`src/rtl/prefetch_queue_pkg.sv`:
```
// -----------------------------------------------------------------------------
// prefetch_queue_pkg
// Shared types for the instruction prefetch queue.
//   XLEN          : architectural word / address width (32)
//   inst_word_t   : one instruction word
//   queue_entry_t : one queue slot, {pc, inst}
//   align_pc()    : clears the two low bits of a fetch address
// -----------------------------------------------------------------------------
package prefetch_queue_pkg;

    localparam int XLEN = 32;

    typedef logic [XLEN-1:0] inst_word_t;

    typedef struct packed {
        logic [XLEN-1:0] pc;
        inst_word_t      inst;
    } queue_entry_t;

    // Masking (rather than slicing) keeps every bit of the operand in use.
    function automatic logic [XLEN-1:0] align_pc(input logic [XLEN-1:0] addr);
        return addr & ~XLEN'(3);
    endfunction

endpackage

```
`src/rtl/prefetch_queue_sync_fifo.sv`:
```
// -----------------------------------------------------------------------------
// sync_fifo
// Single-clock FIFO used as the prefetch queue storage.
//   clk_i        : clock, rising edge
//   rst_i        : asynchronous active-high reset (pointers and count only)
//   flush_i      : empties the FIFO; wins over push and pop in the same cycle
//   push_i       : write push_data_i at the tail
//   push_data_i  : WIDTH-bit entry
//   pop_i        : drop the head entry
//   head_data_o  : current head entry (valid when cnt_o != 0)
//   cnt_o        : number of stored entries, 0..DEPTH
// DEPTH must be a power of two so the pointers wrap by natural overflow.
// -----------------------------------------------------------------------------
module sync_fifo #(
    parameter  int DEPTH = 4,
    parameter  int WIDTH = 64,
    localparam int PTR_W = $clog2(DEPTH),
    localparam int CNT_W = $clog2(DEPTH + 1)
) (
    input  logic             clk_i,
    input  logic             rst_i,
    input  logic             flush_i,
    input  logic             push_i,
    input  logic [WIDTH-1:0] push_data_i,
    input  logic             pop_i,
    output logic [WIDTH-1:0] head_data_o,
    output logic [CNT_W-1:0] cnt_o
);

    localparam logic [CNT_W-1:0] FULL_CNT = CNT_W'(DEPTH);

    logic [WIDTH-1:0] mem_q [DEPTH];
    logic [PTR_W-1:0] wr_ptr_q;
    logic [PTR_W-1:0] rd_ptr_q;
    logic [CNT_W-1:0] cnt_q;
    logic             do_push;
    logic             do_pop;

    // A push into a full FIFO is only legal when the head leaves in the same cycle.
    assign do_pop  = pop_i && (cnt_q != '0);
    assign do_push = push_i && ((cnt_q != FULL_CNT) || do_pop);

    // NOTE: state registers use non-blocking assignments so every flop samples
    // the pre-edge value of its inputs, independent of statement order.
    always_ff @(posedge clk_i or posedge rst_i) begin
        if (rst_i) begin
            wr_ptr_q <= '0;
            rd_ptr_q <= '0;
            cnt_q    <= '0;
        end else if (flush_i) begin
            wr_ptr_q <= '0;
            rd_ptr_q <= '0;
            cnt_q    <= '0;
        end else begin
            if (do_push) wr_ptr_q <= wr_ptr_q + PTR_W'(1);
            if (do_pop)  rd_ptr_q <= rd_ptr_q + PTR_W'(1);
            cnt_q <= cnt_q + CNT_W'(do_push) - CNT_W'(do_pop);
        end
    end

    // NOTE: the storage array has no reset; occupancy is tracked by cnt_q, so
    // stale contents are never observed and the array can map onto plain RAM.
    always_ff @(posedge clk_i) begin
        if (do_push) mem_q[wr_ptr_q] <= push_data_i;
    end

    assign head_data_o = mem_q[rd_ptr_q];
    assign cnt_o       = cnt_q;

endmodule

```
`src/rtl/prefetch_queue.sv`:
```
// -----------------------------------------------------------------------------
// prefetch_queue
// Instruction prefetcher: issues sequential fetches, tracks in-flight requests
// with a credit scheme so the queue can never overflow, and discards responses
// belonging to fetches made before a redirect.
//   clk_i, rst_i       : clock (rising edge), async active-high reset
//   redirect_i         : branch/jump strobe; redirect_pc_i is the new target
//   req_valid_o/addr_o : fetch request toward memory, accepted by req_ready_i
//   rsp_valid_i/data_i : in-order instruction words from memory
//   inst_valid_o/inst_o/inst_pc_o : queue head toward decode, taken by inst_ready_i
//   perf_empty_cnt_o   : only when PREFETCH_QUEUE_PERF_EN is defined; counts
//                        cycles decode was ready but the queue was empty
// -----------------------------------------------------------------------------
module prefetch_queue
    import prefetch_queue_pkg::*;
#(
    parameter int              DEPTH           = 4,
    parameter int              MAX_OUTSTANDING = 2,
    parameter logic [XLEN-1:0] RESET_PC        = 32'h0000_0000
) (
    input  logic            clk_i,
    input  logic            rst_i,
    input  logic            redirect_i,
    input  logic [XLEN-1:0] redirect_pc_i,
    output logic            req_valid_o,
    output logic [XLEN-1:0] req_addr_o,
    input  logic            req_ready_i,
    input  logic            rsp_valid_i,
    input  inst_word_t      rsp_data_i,
    output logic            inst_valid_o,
    output inst_word_t      inst_o,
    output logic [XLEN-1:0] inst_pc_o,
    input  logic            inst_ready_i
`ifdef PREFETCH_QUEUE_PERF_EN
    ,
    output logic [31:0]     perf_empty_cnt_o
`endif
);

    localparam int               CNT_W     = $clog2(DEPTH + 1);
    localparam logic [CNT_W-1:0] DEPTH_C   = CNT_W'(DEPTH);
    localparam logic [CNT_W-1:0] MAX_OUT_C = CNT_W'(MAX_OUTSTANDING);

    logic [XLEN-1:0]  pc_q;
    logic [XLEN-1:0]  rsp_pc_q;
    logic [CNT_W-1:0] cnt;
    logic [CNT_W-1:0] out_cnt_q;
    logic [CNT_W-1:0] drop_cnt_q;
    logic [CNT_W:0]   credit_used;
    logic             req_fire;
    logic             rsp_accept;
    logic             rsp_keep;
    logic             inst_pop;
    queue_entry_t     push_entry;
    queue_entry_t     head_entry;

    // Words in the queue plus words still in flight must fit in the queue,
    // so every kept response is guaranteed a free slot on arrival.
    assign credit_used = {1'b0, cnt} + {1'b0, out_cnt_q};
    assign req_valid_o = !rst_i && !redirect_i
                         && (out_cnt_q < MAX_OUT_C)
                         && (credit_used < {1'b0, DEPTH_C});
    assign req_addr_o  = pc_q;
    assign req_fire    = req_valid_o && req_ready_i;

    // A response with nothing in flight is spurious and ignored entirely.
    assign rsp_accept  = rsp_valid_i && (out_cnt_q != '0);
    // Stale words (drop_cnt_q > 0) and a word arriving with a redirect are discarded.
    assign rsp_keep    = rsp_accept && (drop_cnt_q == '0) && !redirect_i;

    assign inst_valid_o = (cnt != '0);
    assign inst_pop     = inst_valid_o && inst_ready_i;

    always_ff @(posedge clk_i or posedge rst_i) begin
        if (rst_i) begin
            pc_q       <= RESET_PC;
            rsp_pc_q   <= RESET_PC;
            out_cnt_q  <= '0;
            drop_cnt_q <= '0;
        end else begin
            out_cnt_q <= out_cnt_q + CNT_W'(req_fire) - CNT_W'(rsp_accept);
            if (redirect_i) begin
                pc_q       <= align_pc(redirect_pc_i);
                rsp_pc_q   <= align_pc(redirect_pc_i);
                // Everything still in flight after this cycle belongs to the old path.
                drop_cnt_q <= out_cnt_q - CNT_W'(rsp_accept);
            end else begin
                if (req_fire)                         pc_q       <= pc_q + 32'd4;
                if (rsp_keep)                         rsp_pc_q   <= rsp_pc_q + 32'd4;
                if (rsp_accept && drop_cnt_q != '0)   drop_cnt_q <= drop_cnt_q - CNT_W'(1);
            end
        end
    end

    assign push_entry = '{pc: rsp_pc_q, inst: rsp_data_i};

    sync_fifo #(
        .DEPTH (DEPTH),
        .WIDTH ($bits(queue_entry_t))
    ) u_fifo (
        .clk_i       (clk_i),
        .rst_i       (rst_i),
        .flush_i     (redirect_i),
        .push_i      (rsp_keep),
        .push_data_i (push_entry),
        .pop_i       (inst_pop),
        .head_data_o (head_entry),
        .cnt_o       (cnt)
    );

    assign inst_o    = head_entry.inst;
    assign inst_pc_o = head_entry.pc;

`ifdef PREFETCH_QUEUE_PERF_EN
    logic [31:0] perf_empty_cnt_q;

    always_ff @(posedge clk_i or posedge rst_i) begin
        if (rst_i) begin
            perf_empty_cnt_q <= '0;
        end else if (inst_ready_i && !inst_valid_o && (perf_empty_cnt_q != '1)) begin
            perf_empty_cnt_q <= perf_empty_cnt_q + 32'd1;
        end
    end

    assign perf_empty_cnt_o = perf_empty_cnt_q;
`else
    // Starvation counter not built in this configuration.
`endif

endmodule

```
`config.mk`:
```
export PLATFORM = sky130hd
export DESIGN_NAME = prefetch_queue
export DESIGN_NICKNAME = d
export VERILOG_FILES = /design/src/rtl/prefetch_queue_pkg.sv /design/src/rtl/prefetch_queue_sync_fifo.sv /design/src/rtl/prefetch_queue.sv
export SDC_FILE = /design/constraint.sdc
export NUM_CORES = 1
export LEC_CHECK = 0
export CORE_ASPECT_RATIO = 1.5
export CORE_MARGIN = 10
export CORE_UTILIZATION = 45
export DETAILED_ROUTE_END_ITERATION = 10
export PLACE_DENSITY_LB_ADDON = 0.1
export SLEW_MARGIN = 0
export SYNTH_ARGS = -nofsm -noshare
export SYNTH_HDL_FRONTEND = slang
export SYNTH_SLANG_ARGS = --single-unit
```
`constraint.sdc`:
```
create_clock -name clk_i -period 4.07 [get_ports clk_i]
set_input_delay 0.814 -clock clk_i [delete_from_list [all_inputs] [get_ports clk_i]]
set_output_delay 0.814 -clock clk_i [all_outputs]
set_load 0.1 [all_outputs]
```
==> summary by stage, run 1 <==
Critical path
In this run the critical register-to-register path is launched from drop_cnt_q[0]. The number of cells on the worst reg-to-reg path is 8. The worst flop-to-flop path endpoint is u_fifo.mem_q[2][40]. Traced cell by cell, the critical path runs through buf_4 -> mux4_2 -> buf_4.

By startpoint and endpoint, the worst setup path is classified as reg -> out. At the worst endpoint, the arrival time is 2.54 ns. The launch point of the critical path is u_fifo.rd_ptr_q[0]. The required arrival time at the worst endpoint is 3.26 ns. Following the worst setup path forward leads to its endpoint at inst_o[13]. The biggest cell delay along the critical path is 0.72 ns. The worst setup path is launched from a flop. The kind of end point of the critical path is a primary output. The critical-path cell with the highest stage delay is dfrtp_4. Across all register-to-register paths, the minimum setup slack is 1.49 ns. The most frequent cell on the critical path is buf_4. The top fanout value on the critical path is 24.

Routing
The routed wire length is 29.2 mm. The number of DRC markers after the initial detailed-route iteration is 319. The average wire per standard cell is 21.4 um. The detail route stage leaves a number of antenna-violating nets equal to 0. The post-route DRC violation count is 0. The first TritonRoute pass finished after 4 iterations. In the routed layout, each cell is associated on average with a via count of 5.38. The total via count after detailed routing is 7,334.

Global route
Global routing consumed, over all layers together, 15.8% of the routing resources. The via count of the first global-routing pass is 8,164. The total overflow left after global routing is 0. The maximum number of pins on one net before global-route repair is 74. The wire length of the first global-routing pass is 46.1 mm. The initial antenna violation count came to 0.

STA
In the final timing run, aggregate negative setup slack is 0 ns. The number of hold violations in the final report is 0. Setup repair after global routing left no endpoint under its margin. Headroom to the max-slew limit came out at 33.0%.

The final critical delay including setup and external delays is 3.36 ns. The worst hold-check slack is 0.545 ns. The final number of max-transition violations is 0. The maximum clock frequency is 0.298 GHz. Dividing the final minimum period by the clock period gives 82.5%. For the pin with the worst max-slew slack, the measured transition is 1.00 ns. The count of endpoints failing setup in the final report is 0. The final setup skew is 0.00944 ns.

CTS
The hold buffer count at cts is 0. The clock transition at the register clock pins on the worst setup and hold paths after CTS is 0.06 ns. The root buffer cell chosen for the clock tree is clkbuf_16. After clock tree synthesis, the repair step resized 0 gates.

Clock tree synthesis found a total of 321 sinks. TritonCTS built the clock tree. Clock latency on the worst-skew pair, taken at its later pin, is 0.55 ns.

The number of buffers created by CTS is 30. The deepest level of the CTS H-tree is 1. Post-CTS timing repair inserted 0 buffers for setup. The longest clock path from root to sink contains 3 buffers.

Power and ir drop
Of the total power, the clock network draws 27.7%. The internal power component is 6.45 mW. Per report_power, the sequential group accounts for 38.4% of the total. Power spread over the standard cell area amounts to 637 nW/um2.

The combinational group share of total power is 33.9%. IR analysis of the VDD net gives a maximum drop of 0.326 mV. The switching power summed over all nets is 3.94 mW. Net switching is 37.9% of the power.

The leakage power total is 5.60 nW.

Place
Input and output buffers added on the ports amount to 161. The final estimated routing congestion in global placement is 0.919. The detailed-placement wirelength estimate is 19.9 mm.

Logic synthesis
The count of yosys warnings during synthesis is 0. The number of enable-type register cells in the synthesized netlist is 248. The share of the yosys chip area belonging to registers is 70.4%. Measured against the total synthesized area, the mux share comes to 11.8%.

The synthesized netlist contains 52 unique library cells. The proportion of netlist area held by the largest area contributor is 56.6%. The synthesized design contains 321 register bits.

The post-synthesis compound-gate area fraction is 3.40%. The synthesized area per cell is 17.2 um2. The proportion of register bits with asynchronous set or reset after synthesis is 22.7%. The most used flip-flop cell after synthesis is edfxtp_1. Of the total synthesized cell area, the portion taken by full adders, half adders and majority gates is 1.92%. The mapped netlist covers 13,200 um2. Of the total synthesized cell area, the portion taken by XOR and XNOR cells is 3.46%. By area, the combinational part of the netlist is dominated by multiplexers.

The cell count after synthesis came out at 767. By area the synthesized netlist is led by edfxtp_1, dfrtp_1, mux4_2. The library cell with the largest summed area after synthesis is edfxtp_1. Of the total synthesized cell area, the portion taken by AND, OR, NAND and NOR gates is 7.30%.

Die
The count of standard-cell rows is 76. The area of the placeable core is 28,800 um2. Pin placement for this block handled 168 I/O pins. In this run the horizontal extent of the chip is 160 um. For this configuration, the core starts out at a cell density of 45.7%. The floorplan step defined a die boundary enclosing 36,600 um2. The chip height is 230 um.

Final layout
Relative to the synthesized area, the layout overhead comes to 23.7%. The most common library cell in the layout ignoring fill and taps is edfxtp_1. The count of nets after finishing is 1,039. In the layout the commonest cells are edfxtp_1, clkdlybuf4s50_1, buf_4, dfrtp_1, mux4_2. 0 antenna diodes ended up in the layout. The post-route netlist has 22.5% of its cells at a drive strength greater than 1.

Status
The flow ran to the end, and the final reports show no timing, DRC or antenna violations.

Min path
The worst hold path class is reg -> reg.

Job
The max capacitance violation total is 0.
-- final cells by class --
class	instances	area [um2]
Fill cell	2309	12500
Clock buffer	42	867
Timing Repair Buffer	182	1720
Multi-Input combinational cell	394	3690
Tap cell	390	488
Inverter	21	78.8
Sequential cell	321	9280
Clock inverter	13	163
-- per-stage QoR --
| stage | cell area, um2 | cells | util, % | worst slack, ns | power (mW) |
|---|---|---|---|---|---|
| CTS | 16300 | 1363 | 56.6 | 0.606 | 10.5 |
| global route | 16300 | 1363 | 56.6 | 0.542 | 10.8 |
| floorplan | 13200 | 770 | - | 0.276 | 6.78 |
| global placement | 15300 | 1308 | 53.0 | 0.814 | 7.58 |
| detailed placement | 15300 | 1308 | 53.0 | 0.831 | 7.62 |
| finish | 16300 | 1363 | 56.6 | 0.712 | 10.4 |
-- flip-flops by register name, indices dropped and copies added, names as in the netlist --
name             cells
rsp_pc_q            30
drop_cnt_q           3
u_fifo.mem_q       248
out_cnt_q            3
u_fifo.rd_ptr_q      2
u_fifo.cnt_o         3
u_fifo.wr_ptr_q      2
req_addr_o          30
-- cells in the mapped netlist, types with 2 or more instances --
cell type and instances:
a211oi_1 3, a21boi_0 13, a21oi_1 7, a31oi_1 2, and2_1 9, and3_1 7
and4_1 9, buf_1 8, buf_4 4, clkbuf_1 21, dfrtp_1 73, edfxtp_1 248
fa_1 2, ha_1 17, inv_1 20, mux2_2 12, mux2i_1 2, mux4_2 62
nand2_1 40, nand2b_1 8, nand3_1 31, nand3b_1 3, nand4_1 16, nor2_1 21
nor2b_1 2, nor3_1 8, nor4_1 6, o211ai_1 9, o21a_1 4, o21ai_0 18
o311ai_0 4, o31ai_1 3, or2_2 3, or4_1 4, xnor2_1 23, xor2_1 29
-- critical path, delay by kind of cell, from the launching register on --
kind,cells,cell delay [ns]
multiplexers,1,0.57
buffers and inverters,2,0.67
flip-flops,1,0.72
-- per-layer routing --
metal | up-vias | global-route usage [%] | routed length, um
li1 | 3340 | - | -
met1 | 3736 | 18.6 | 11600
met2 | 211 | 27.4 | 15000
met3 | 47 | 3.50 | 1660
met4 | 0 | 6.18 | 919
met5 | - | 0 | 0
-- power groups by stage --
stage | sequential [mW] | combinational, mW | clock [mW]
2_1_floorplan | 4.16 | 2.62 | 0
3_3_place_gp | 4.04 | 3.54 | 0
3_5_place_dp | 4.06 | 3.56 | 0
4_1_cts | 3.99 | 3.57 | 2.96
5_1_grt | 4.03 | 3.69 | 3.09
6_report | 3.99 | 3.52 | 2.88
-- how the worst min path moves through the flow --
stage	from	end	slack, ns	cells after the start
final	drop_cnt_q[1]	drop_cnt_q[1]	0.55	2
after global routing	u_fifo.wr_ptr_q[0]	u_fifo.wr_ptr_q[0]	0.59	1
after CTS	drop_cnt_q[1]	drop_cnt_q[1]	0.55	2
after detailed placement	drop_cnt_q[1]	drop_cnt_q[1]	0.53	2
after global placement	u_fifo.wr_ptr_q[0]	u_fifo.wr_ptr_q[0]	0.52	1
after floorplan	rsp_pc_q[31]	u_fifo.mem_q[0][63]	0.49	0
-- kinds of logic after synthesis --
family / after synthesis
AOI/OAI and AO/OA: 67
and+or+nand+nor: 176
other: 1
DFF: 321
adders and majority gates: 19
xor gates and xnor gates: 52
muxes: 76
buffers and inverters: 55
No activity file was read; power rests on OpenSTA's default activity.
==> inputs of run 2 (changes only) <==
==> constraint.sdc (replaced) <==
create_clock -name clk_i -period 3.1 [get_ports clk_i]
set_input_delay 0.62 -clock clk_i [delete_from_list [all_inputs] [get_ports clk_i]]
set_output_delay 0.62 -clock clk_i [all_outputs]
set_load 0.1 [all_outputs]
==> summary by stage, run 2 (synthesis results as in run 1) <==
Critical path
On the critical path the largest part of the delay comes from flip-flops. The worst register-to-register path ends at u_fifo.mem_q[1][15]. The number of cells on the critical path is 3 (unchanged). The arrival time of the worst setup path is 2.34 ns (-0.20 ns).

The kind of critical path is reg -> out. The critical path goes through buf_4 -> mux4_2 -> buf_4. The launch point of the critical path is u_fifo.rd_ptr_q[0]. The worst register-to-register path begins at drop_cnt_q[0]. The most numerous cell type found on the critical path is buf_4. The depth of the worst register-to-register path is 8 (unchanged). For this design, the slowest cell found on the critical path is dfrtp_4. The biggest cell delay along the critical path came to 0.65 ns (-0.07 ns).

STA classifies the critical path startpoint as a flop. The most critical setup path has its endpoint at inst_pc_o[4]. STA classifies the critical path endpoint as a primary output. The required arrival time at the worst endpoint is 2.48 ns (-0.78 ns). The worst path buffer plus inverter count is 2 (unchanged). The top fanout value on the critical path is 15 (-38%).

The reg2reg setup slack came to 0.50 ns (-0.99 ns).

Place
The count of port buffers added during placement is 161 (unchanged). The final estimated routing congestion in global placement is 0.881 (-4.1%). The detailed-placement wirelength estimate is 20.4 mm (+2.5%). The setup slack after placement is 0.0239 ns (-0.807 ns).

CTS
The number of clock sinks is 321 (unchanged). Clock tree synthesis selected as its root buffer the cell clkbuf_16. The clock transition at the register clock pins on the worst setup and hold paths after CTS was 0.06 ns (about the same). The maximum root-to-sink buffer count was 3 (unchanged). TritonCTS built the clock tree. The deepest level of the CTS H-tree came to 1 (unchanged). The number of cells upsized or downsized after cts came to 0 (unchanged). The setup fix buffers added after clock tree synthesis is 0 (unchanged). The hold buffer count at cts is 0 (unchanged). The number of buffers created by CTS is 29 (-3.3%).

The insertion delay to the later sink of the worst-skew pair is 0.55 ns (about the same).

Power and ir drop
The leakage power total is 5.82 nW (+3.9%). The maximum ir drop on the vdd rail is 0.438 mV (+35%). The power density of the placed cells came to 839 nW/um2 (+32%).

STA
The final worst-path setup slack is 0.139 ns (-0.573 ns). The number of hold violations in the final report is 0 (unchanged). The routed design could run at a clock period as short as 2.96 ns. The total negative slack came to 0 ns (unchanged). Derived from the worst setup path, the maximum achievable clock frequency is 0.338 GHz.

Dividing the final minimum period by the clock period gives 95.5%. The count of endpoints failing setup in the final report came to 0 (unchanged). The final number of max-transition violations is 0 (unchanged). The pin slew with the least headroom to its limit is 0.785 ns (-0.217 ns).

Setup repair after global routing left no endpoint under its margin. The final setup skew came to 0.0152 ns (+0.00573 ns). The headroom to the max-slew limit was 47.2% (+14 points).

Final layout
The share of cells above drive strength 1 is 26.7% (+4.2 points). Leaving out fill and tap cells, the most frequent cell in the layout is edfxtp_1. The count of nets after finishing is 1,048 (+0.87%). The multi-input gate area in the final layout is 3690 um2 (unchanged). The layout-stage area growth over the synthesis result is 26.9%.

In the layout the commonest cells are edfxtp_1, buf_4, dfrtp_1, clkdlybuf4s50_1, mux4_2. The number of fill cells came to 2,211 (-4.2%). The largest register by flop count is u_fifo.mem_q.

The sequential cell area is 9280 um2 (unchanged). The count of inserted antenna diode cells is 0 (unchanged). The number of flip-flops under the largest register name is 248 (unchanged).

Job
The max capacitance violation total came to 0 (unchanged).

Die
The floorplan die area is 36,600 um2 (unchanged). The chip height came to 230 um (unchanged). The area of the placeable core was 28,800 um2 (unchanged). The width of the die was 160 um (unchanged). The count of standard-cell rows is 76 (unchanged). The initial core utilization is 45.7% (unchanged). The I/O pin count is 168 (unchanged).

Global route
The via count of the first global-routing pass was 8,250 (+1.1%). The initial antenna violation count is 0 (unchanged). The residual overflow from global routing came to 0 (unchanged).

The overall routing resource usage is 15.9% (+0.075 points). The maximum number of pins on one net before global-route repair is 62 (-16%). The wire length of the first global-routing pass is 46.5 mm (+0.81%).

Routing
The number of antenna-violating nets in the routed design came to 0 (unchanged). The number of iterations in the first detailed-routing pass is 5 (+1). The number of DRC markers after the initial detailed-route iteration is 451 (+41%). The routed wire length is 29.3 mm (+0.46%). The post-route DRC violation count came to 0 (unchanged). The total via count after detailed routing was 7,406 (+0.98%). The via-per-instance ratio is 5.40 (+0.32%). The average wire per standard cell came to 21.4 um (-0.20%).

Min path
The path class of the tightest hold or removal check is in -> async.

Status
The run finished with clean final reports.
run 2: cell count changes in the layout (fill, tap and decap cells not counted), sizes merged:
cell           delta
buf              +41
clkinvlp          +3
clkbuf            -6
bufinv            +1
clkdlybuf4s50    -31
clkinv            +1
run 2: worst min path at each step:
stage	start	to	depth (start not counted)
3_5_place_dp	drop_cnt_q[1]	drop_cnt_q[1]	2
5_1_grt	rst_i	req_addr_o[5]	2
2_1_floorplan	rsp_pc_q[31]	u_fifo.mem_q[0][63]	0
4_1_cts	rst_i	u_fifo.wr_ptr_q[0]	2
6_report	rst_i	req_addr_o[5]	2
3_3_place_gp	u_fifo.wr_ptr_q[0]	u_fifo.wr_ptr_q[0]	1
run 2: area by class of cell:
type	count	share of cell area, %
clock buffer	36	4.56
clock inverter	18	1.36
inverter	21	0.472
multi-input combinational	394	22.1
sequential	321	55.5
tap	390	2.92
timing repair buffer	192	13.1
run 2: per-stage QoR:
step           std cells  total power [mW]  cell area, um2  utilization, %  hold slack [ns]
6_report            1372              14.0           16700            58.0            0.451
5_1_grt             1372              14.5           16700            58.0            0.485
4_1_cts             1372              14.2           16700            58.0            0.441
3_5_place_dp        1318              10.5           15700            54.6            0.546
3_3_place_gp        1318              10.4           15700            54.6            0.517
2_1_floorplan        770              8.90           13200               -            0.494
run 2: where the power goes:
group	leakage, nW	internal [mW]	total, mW	switching (mW)
Combinational	2.25	1.68	5.14	3.45
Clock	0.478	2.17	3.68	1.52
Sequential	3.09	4.91	5.20	0.289
Total	5.82	8.76	14.0	5.26
run 2: layer usage:
layer / routed length, um / global-route usage [%] / vias up / part of all wire, %
met3: 1750 / 3.14 / 41 / 6.0
li1: - / - / 3372 / -
met5: 0 / 0 / - / 0
met4: 782 / 5.69 / 0 / 2.7
met2: 15200 / 27.9 / 260 / 52
met1: 11600 / 18.8 / 3733 / 40
==> inputs of run 3 (changes only) <==
--- a/config.mk
+++ b/config.mk
@@ -5,11 +5,14 @@
 export SDC_FILE = /design/constraint.sdc
 export NUM_CORES = 1
 export LEC_CHECK = 0
+export CAP_MARGIN = 20
 export CORE_ASPECT_RATIO = 1.5
 export CORE_MARGIN = 10
 export CORE_UTILIZATION = 45
 export DETAILED_ROUTE_END_ITERATION = 10
+export MAX_ROUTING_LAYER = met4
 export PLACE_DENSITY_LB_ADDON = 0.1
+export SKIP_LAST_GASP = 1
 export SLEW_MARGIN = 0
 export SYNTH_ARGS = -nofsm -noshare
 export SYNTH_HDL_FRONTEND = slang
==> summary by stage, run 3 (synthesis results as in run 1) <==
Critical path
The top fanout value on the critical path is 15 (unchanged). The worst register-to-register path begins at drop_cnt_q[0]. The worst setup path is captured at a primary output. The biggest cell delay along the critical path came to 0.65 ns (about the same). The worst setup path is of the reg -> out kind. Traced cell by cell, the critical path runs through buf_4 -> mux4_2 -> buf_4. The arrival time of the worst setup path is 2.34 ns (about the same). Tracing the worst setup path back leads to its startpoint at u_fifo.rd_ptr_q[0].

The required arrival time at the worst endpoint is 2.48 ns (about the same). The critical-path cell with the highest stage delay is dfrtp_4. By instance count, the cell type seen most on the critical path is buf_4. The nature of the critical path startpoint is a flop.

Final layout
The sequential cell area came to 9280 um2 (unchanged). In the layout the commonest cells are edfxtp_1, buf_4, dfrtp_1, clkdlybuf4s50_1, mux4_2. The count of nets after finishing is 1,048 (unchanged).

The number of flip-flops under the largest register name is 248 (unchanged). The share of cells above drive strength 1 is 26.7% (unchanged). The most common library cell in the layout ignoring fill and taps is edfxtp_1. The number of fill cells came to 2,211 (unchanged). The multi-input gate area in the final layout is 3690 um2 (unchanged). Counting flops per register, the top entry is u_fifo.mem_q. The count of inserted antenna diode cells is 0 (unchanged). The layout-stage area growth over the synthesis result came to 26.9% (unchanged).

Routing
The post-route DRC violation count was 0 (unchanged). The routed wire length came to 29.3 mm (-0.11%). The number of iterations in the first detailed-routing pass came to 5 (unchanged).

The average wire per standard cell is 21.3 um (-0.11%). The via-per-instance ratio is 5.40 (about the same). The number of antenna-violating nets in the routed design is 0 (unchanged). The number of DRC markers after the initial detailed-route iteration is 484 (+7.3%).

The total via count after detailed routing was 7,410 (+0.054%).

STA
The total negative slack is 0 ns (unchanged). The number of hold violations in the final report was 0 (unchanged). The headroom to the max-slew limit is 47.7% (+0.51 points). The maximum clock frequency is 0.337 GHz (about the same). The pin slew with the least headroom to its limit is 0.777 ns (-0.00752 ns). The final critical delay including setup and external delays came to 2.96 ns (+0.00245 ns).

The count of endpoints failing setup in the final report came to 0 (unchanged). Setup repair after global routing left no endpoint under its margin. The ratio of final minimum period to clock period came to 95.6% (about the same).

The final setup skew was 0.0149 ns (-0.000248 ns). The final number of max-transition violations came to 0 (unchanged).

Power and ir drop
The maximum ir drop on the vdd rail is 0.438 mV (about the same). The overall power came to 14.0 mW (about the same). The power density of the placed cells is 840 nW/um2 (about the same). The leakage power total is 5.82 nW (unchanged).

Die
The I/O pin count is 168 (unchanged). The area of the placeable core is 28,800 um2 (unchanged). The count of standard-cell rows came to 76 (unchanged). The initial core utilization is 45.7% (unchanged).

The width of the die is 160 um (unchanged). The chip height is 230 um (unchanged). The floorplan die area was 36,600 um2 (unchanged).

CTS
The number of clock sinks is 321 (unchanged). The number of cells upsized or downsized after cts came to 0 (unchanged). The deepest level of the CTS H-tree is 1 (unchanged). The master cell of the clock root buffer is clkbuf_16. The maximum root-to-sink buffer count is 3 (unchanged). The insertion delay to the later sink of the worst-skew pair is 0.55 ns (about the same). The number of buffers created by CTS is 29 (unchanged). The hold buffer count at cts is 0 (unchanged). The clock transition at the register clock pins on the worst setup and hold paths after CTS is 0.07 ns (about the same). TritonCTS built the clock tree.

The setup fix buffers added after clock tree synthesis is 0 (unchanged).

Global route
The residual overflow from global routing was 0 (unchanged). The initial antenna violation count came to 0 (unchanged). The wire length of the first global-routing pass is 46.4 mm (-0.15%). The overall routing resource usage was 16.3% (+0.44 points). The maximum number of pins on one net before global-route repair is 62 (unchanged). The via count of the first global-routing pass came to 8,260 (+0.12%).

Place
The final estimated routing congestion in global placement came to 0.895 (+1.7%). The count of port buffers added during placement is 161 (unchanged). The detailed-placement wirelength estimate is 20.4 mm (unchanged).

Min path
The path class of the tightest hold or removal check is in -> async.

Status
The flow ran to the end, and the final reports show no timing, DRC or antenna violations.

Job
The max capacitance violation total is 0 (unchanged).
## run 3: final timing paths
path,to,slack [ns],depth (start not counted)
max,inst_pc_o[4],0.14,3
min,req_addr_o[5],0.45,2
max reg2reg,u_fifo.mem_q[3][56],0.52,8
min reg2reg,drop_cnt_q[1],0.56,2
max in group asynchronous,rsp_pc_q[13],1.99,3
min in group clk_i,drop_cnt_q[1],0.56,2
## run 3: routing by layer
layer / wire length [um] / vias to the layer above / GRT usage, %
met5: 0 / - / -
met4: 841 / 0 / 5.66
met3: 1400 / 52 / 2.37
met2: 15100 / 254 / 27.9
met1: 12000 / 3730 / 19.3
li1: - / 3374 / -
## run 3: critical path, delay by kind of cell (launching register included)
family / cells / cell delay, ns
buffers and inverters: 2 / 0.58
DFF: 1 / 0.65
muxes: 1 / 0.55
## run 3: area by class of cell
class | instances | share of cell area, %
Clock buffer | 36 | 4.56
Clock inverter | 18 | 1.36
Inverter | 21 | 0.472
Multi-Input combinational cell | 394 | 22.1
Sequential cell | 321 | 55.5
Tap cell | 390 | 2.92
Timing Repair Buffer | 192 | 13.1
## run 3: per-stage QoR
step	hold slack (ns)	cells	utilization (%)	cell area, um2	worst slack [ns]
final	0.449	1372	58.0	16700	0.137
after CTS	0.441	1372	58.0	16700	0.0614
after detailed placement	0.546	1318	54.6	15700	0.0239
after global placement	0.517	1318	54.6	15700	0.0651
after global routing	0.481	1372	58.0	16700	0.0242
after floorplan	0.494	770	-	13200	0.150
## run 3: power breakdown
part / leakage, nW / switching, mW / internal [mW]
Clock: 0.478 / 1.52 / 2.17
Combinational: 2.25 / 3.46 / 1.68
Sequential: 3.09 / 0.289 / 4.91
